[config.mk]
export PLATFORM = sky130hd
export DESIGN_NAME = dc4b_timer
export DESIGN_NICKNAME = d
export VERILOG_FILES = /design/src/rtl/dc4b_pkg.sv /design/src/rtl/dc4b_timer.sv
export SDC_FILE = /design/constraint.sdc
export NUM_CORES = 1
export LEC_CHECK = 0
export CAP_MARGIN = 10
export CORE_MARGIN = 5
export CORE_UTILIZATION = 50
export CTS_CLUSTER_SIZE = 8
export DETAILED_ROUTE_END_ITERATION = 10
export PLACE_DENSITY = 0.81
export SLEW_MARGIN = 20
export SYNTH_ARGS = -nofsm -noshare
export SYNTH_HDL_FRONTEND = slang
export SYNTH_SLANG_ARGS = --single-unit
[constraint.sdc]
create_clock -name clk -period 4.45 [get_ports clk]
set_input_delay 0.89 -clock clk [delete_from_list [all_inputs] [get_ports clk]]
set_output_delay 0.89 -clock clk [all_outputs]
set_load 0.05 [all_outputs]
[src/rtl/dc4b_pkg.sv]
// dc4b_pkg: shared state encoding and default width for the dc4b countdown timer
package dc4b_pkg;
  localparam int WIDTH_DEF = 4;
  typedef enum logic [1:0] {
    IDLE   = 2'd0,
    RUN    = 2'd1,
    PAUSED = 2'd2,
    DONE   = 2'd3
  } state_t;
endpackage

[src/rtl/dc4b_timer.sv]
// dc4b_timer: loadable down-counting timer with start/pause/abort control and optional auto-reload
module dc4b_timer
  import dc4b_pkg::*;
#(
  parameter int WIDTH = WIDTH_DEF
) (
  input  logic             clk,
  input  logic             rst,
  input  logic             start,
  input  logic [WIDTH-1:0] load_val,
  input  logic             auto_reload,
  input  logic             pause,
  input  logic             abort,
  output logic [WIDTH-1:0] cnt,
  output logic             busy,
  output logic             tc,
  output logic             done
);
  state_t state_q, state_d;
  logic [WIDTH-1:0] cnt_q, cnt_d, reload_q, reload_d;
  logic tc_q, tc_d;
  logic go;
  always_comb begin
    go       = start && (load_val != '0);
    state_d  = state_q;
    cnt_d    = cnt_q;
    reload_d = reload_q;
    tc_d     = 1'b0;
    if (abort) begin
      state_d = IDLE;
      cnt_d   = '0;
    end else begin
      case (state_q)
        IDLE, DONE: begin
          state_d  = go ? RUN : state_q;
          cnt_d    = go ? load_val : cnt_q;
          reload_d = go ? load_val : reload_q;
        end
        RUN: begin
          if (pause) state_d = PAUSED;
          else if (cnt_q > WIDTH'(1)) cnt_d = cnt_q - WIDTH'(1);
          else if (cnt_q == WIDTH'(1)) begin
            cnt_d = '0;
            tc_d  = 1'b1;
          end else if (auto_reload) cnt_d = reload_q;
          else state_d = DONE;
        end
        PAUSED:  state_d = pause ? PAUSED : RUN;
        default: state_d = IDLE;
      endcase
    end
  end
  always_ff @(posedge clk) begin
    if (rst) begin
      state_q  <= IDLE;
      cnt_q    <= '0;
      reload_q <= '0;
      tc_q     <= 1'b0;
    end else begin
      state_q  <= state_d;
      cnt_q    <= cnt_d;
      reload_q <= reload_d;
      tc_q     <= tc_d;
    end
  end
  assign cnt  = cnt_q;
  assign tc   = tc_q;
  assign busy = (state_q == RUN) || (state_q == PAUSED);
  assign done = (state_q == DONE);
endmodule
==> results.cfg <==
[floorplan]
fp.dieH_um = 47.20
core_um2 = 1301
io_pins = 17
start_util_pct = 53.17
dieWidth_um = 47.20
dieArea_um2 = 2228
rows = 13

[place]
placed_cells = 109
gp_congestion = 0.9164
dpl_cell_area_um2 = 865.8
numPortBuffers = 16
place_ws_ns = 1.764
dp_hpwl_mm = 1.293

[timing]
final_min_period_over_clock_period_pct = 64.39
hold_slack_ns = 0.5080
period_minus_slack_ns = 2.865
tns_ns = 0
slew_violations = 0
setup_viol = 0
rsz0062_at_grt = no
setup_slack_ns = 1.585
fin_skew_ns = 0.002910
maxSlewHeadroom_pct = 54.02
tightest_slew_ns = 0.6844
fmax_mhz = 349.0
hold_viol = 0

[critical_path]
worstSetupStartpointType = flop
required_ns = 3.56
reg2reg_depth = 6
reg2reg_slack_ns = 2.10
cpMostUsedCell = inv_1
critPathSlowestCell = clkdlybuf4s50_1
path_class = reg -> out
r2r-start = cnt[0]
cp_cell_sequence = inv_1, ha_1, inv_1, clkdlybuf4s50_1
crit_path_max_incr_delay_ns = 0.81
r2r-end = cnt[0]
endpoint_kind = output pin
crit_arrival_ns = 1.98
crit_start = state_q[0]
crit_fanout = 5

[logic_synthesis]
synth_edf_count = 0
synthCells = 79
ys.warnings.count = 0
async_flop_share_pct = 0
synthDistinctLibCells = 27
ys_seq_area_share_pct = 31.83
synth_area_per_cell_um2 = 8.758
synth_top_cell_area_share_pct = 31.83
synth_area_leaders = dfxtp_1 (32%), ha_1 (9.0%), a21oi_1 (5.8%)
syn_area_um2 = 691.9
ys_ff_latch = 11
yosysTopAreaCell = dfxtp_1
ys.flop_type = dfxtp_1
syn-num-nets = 94

[final_layout]
n_fill_cell = 116
fin_nets = 114
syn2layout_area_growth_pct = 28.93
multi_input_area_um2 = 440.4
diodes = 0
final_util_pct = 68.56
final_area_um2 = 892.1
regArea_um2 = 220.2
instances_no_fill = 113
drive_gt1_share_pct = 10.20

[clock_tree]
insertion_delay_ns = 0.26
cts_hold_buf = 0
clockBufferDepth = 2
cts_tree = done
clk_pin_slew_ns = 0.07
cts_inserted_buffers = 3
ctsResizeCount = 0
cts-root-buf = clkbuf_4
numClockSinks = 11
postCtsSetupBuffers = 0
htreeDepth = 1

[min_path]
hp-class = reg -> reg
min_from = reload_q[2]
whs_path_depth = 2
hold_path_end = reload_q[2]

[route]
dr.first_iter.drc_count = 13
via_per_inst = 5.965
drc = 0
drt-pass1-iter-count = 4
wl_per_cell_um = 14.55
ant_nets = 0
routed_wl_mm = 1.644
vias = 674

[global_route]
grt_pass1_vias = 622
grt_usage_pct = 17.58
grt_pass1_wl_mm = 2.849
grt_start_max_net_pins = 11
overflow = 0
antenna_found_initial = 0

[status]
status = finished clean

[flow_run]
drv_cap = 0

[pwr]
ir_drop_uv = 294.8
power_mw = 0.2531
p_per_area_nw_per_um2 = 283.7
p_leak_nw = 0.3215
## cell families after synthesis
family          count (synthesis)  share of synthesized area, %
compound gates                 24                         26.40
fa+ha+maj                       5                         9.042
buf+inv                         8                         4.521
flops                          11                         31.83
mux                             5                         7.414
simple gates                   26                         20.80
## report_power, final
part	total [mW]	switching, mW	internal [mW]
Sequential	0.109	0.00578	0.103
Clock	0.0674	0.0329	0.0345
Combinational	0.0768	0.0421	0.0347
## layer usage
metal	vias up	global-route usage (%)	share of wire [%]
met5	-	0	0
li1	337	-	-
met4	0	3.315	0
met2	26	30.35	48
met1	311	23.41	46
met3	0	2.299	6.3
## cell usage in the layout, fill, tap and decap left out
cell,count
mux2i_1,4
nor2_1,7
and4_1,1
clkbuf_1,1
a21oi_1,8
nor3b_1,1
o21ai_0,3
a31o_2,1
nand2_1,5
inv_1,7
o21a_1,1
ha_1,5
o311ai_2,1
and2_4,1
or3b_4,1
o41ai_1,1
mux2_2,1
o22ai_1,3
clkbuf_4,3
nand2b_1,2
nand3_1,1
nor4b_1,2
dfxtp_1,11
clkdlybuf4s50_1,16
nor3_1,3
a2111oi_0,3
nor2b_1,2
a2111oi_2,2
o41a_1,1
## area by class of cell
type | instances | area share [%]
clock buffers | 4 | 2.945
inverters | 7 | 2.945
multi-input cells | 60 | 49.37
flip-flops and latches | 11 | 24.68
well taps | 15 | 2.104
repair buffers | 16 | 17.95
## cells in the mapped netlist, types with 2 or more instances
master	instances
nand2_1	5
o22ai_1	3
inv_1	7
nor3_1	3
a2111oi_0	3
mux2i_1	4
nor4b_1	2
nor2_1	7
dfxtp_1	11
a2111oi_2	2
o21ai_0	3
ha_1	5
nor2b_1	2
nand2b_1	2
a21oi_1	8
## how the worst max path moves through the flow
stage          endpoint  slack (ns)  depth (start not counted)
2_1_floorplan    cnt[0]        2.33                          6
3_3_place_gp     cnt[0]        1.80                          5
3_5_place_dp     cnt[0]        1.76                          5
4_1_cts            busy        1.57                          4
5_1_grt            busy        1.47                          4
6_report           busy        1.58                          4
## state kept, by name, summed over array words and instances, names as in the netlist
signal    flops
reload_q      4
tc            1
cnt           4
state_q       2
## worst max-delay path: cells and delay by family (launching register included)
kind / cells / cell delay, ns
buffers and inverters: 3 / 0.98
DFF: 1 / 0.38
adders and majority gates: 1 / 0.35
(Power assumes the default switching activity.)
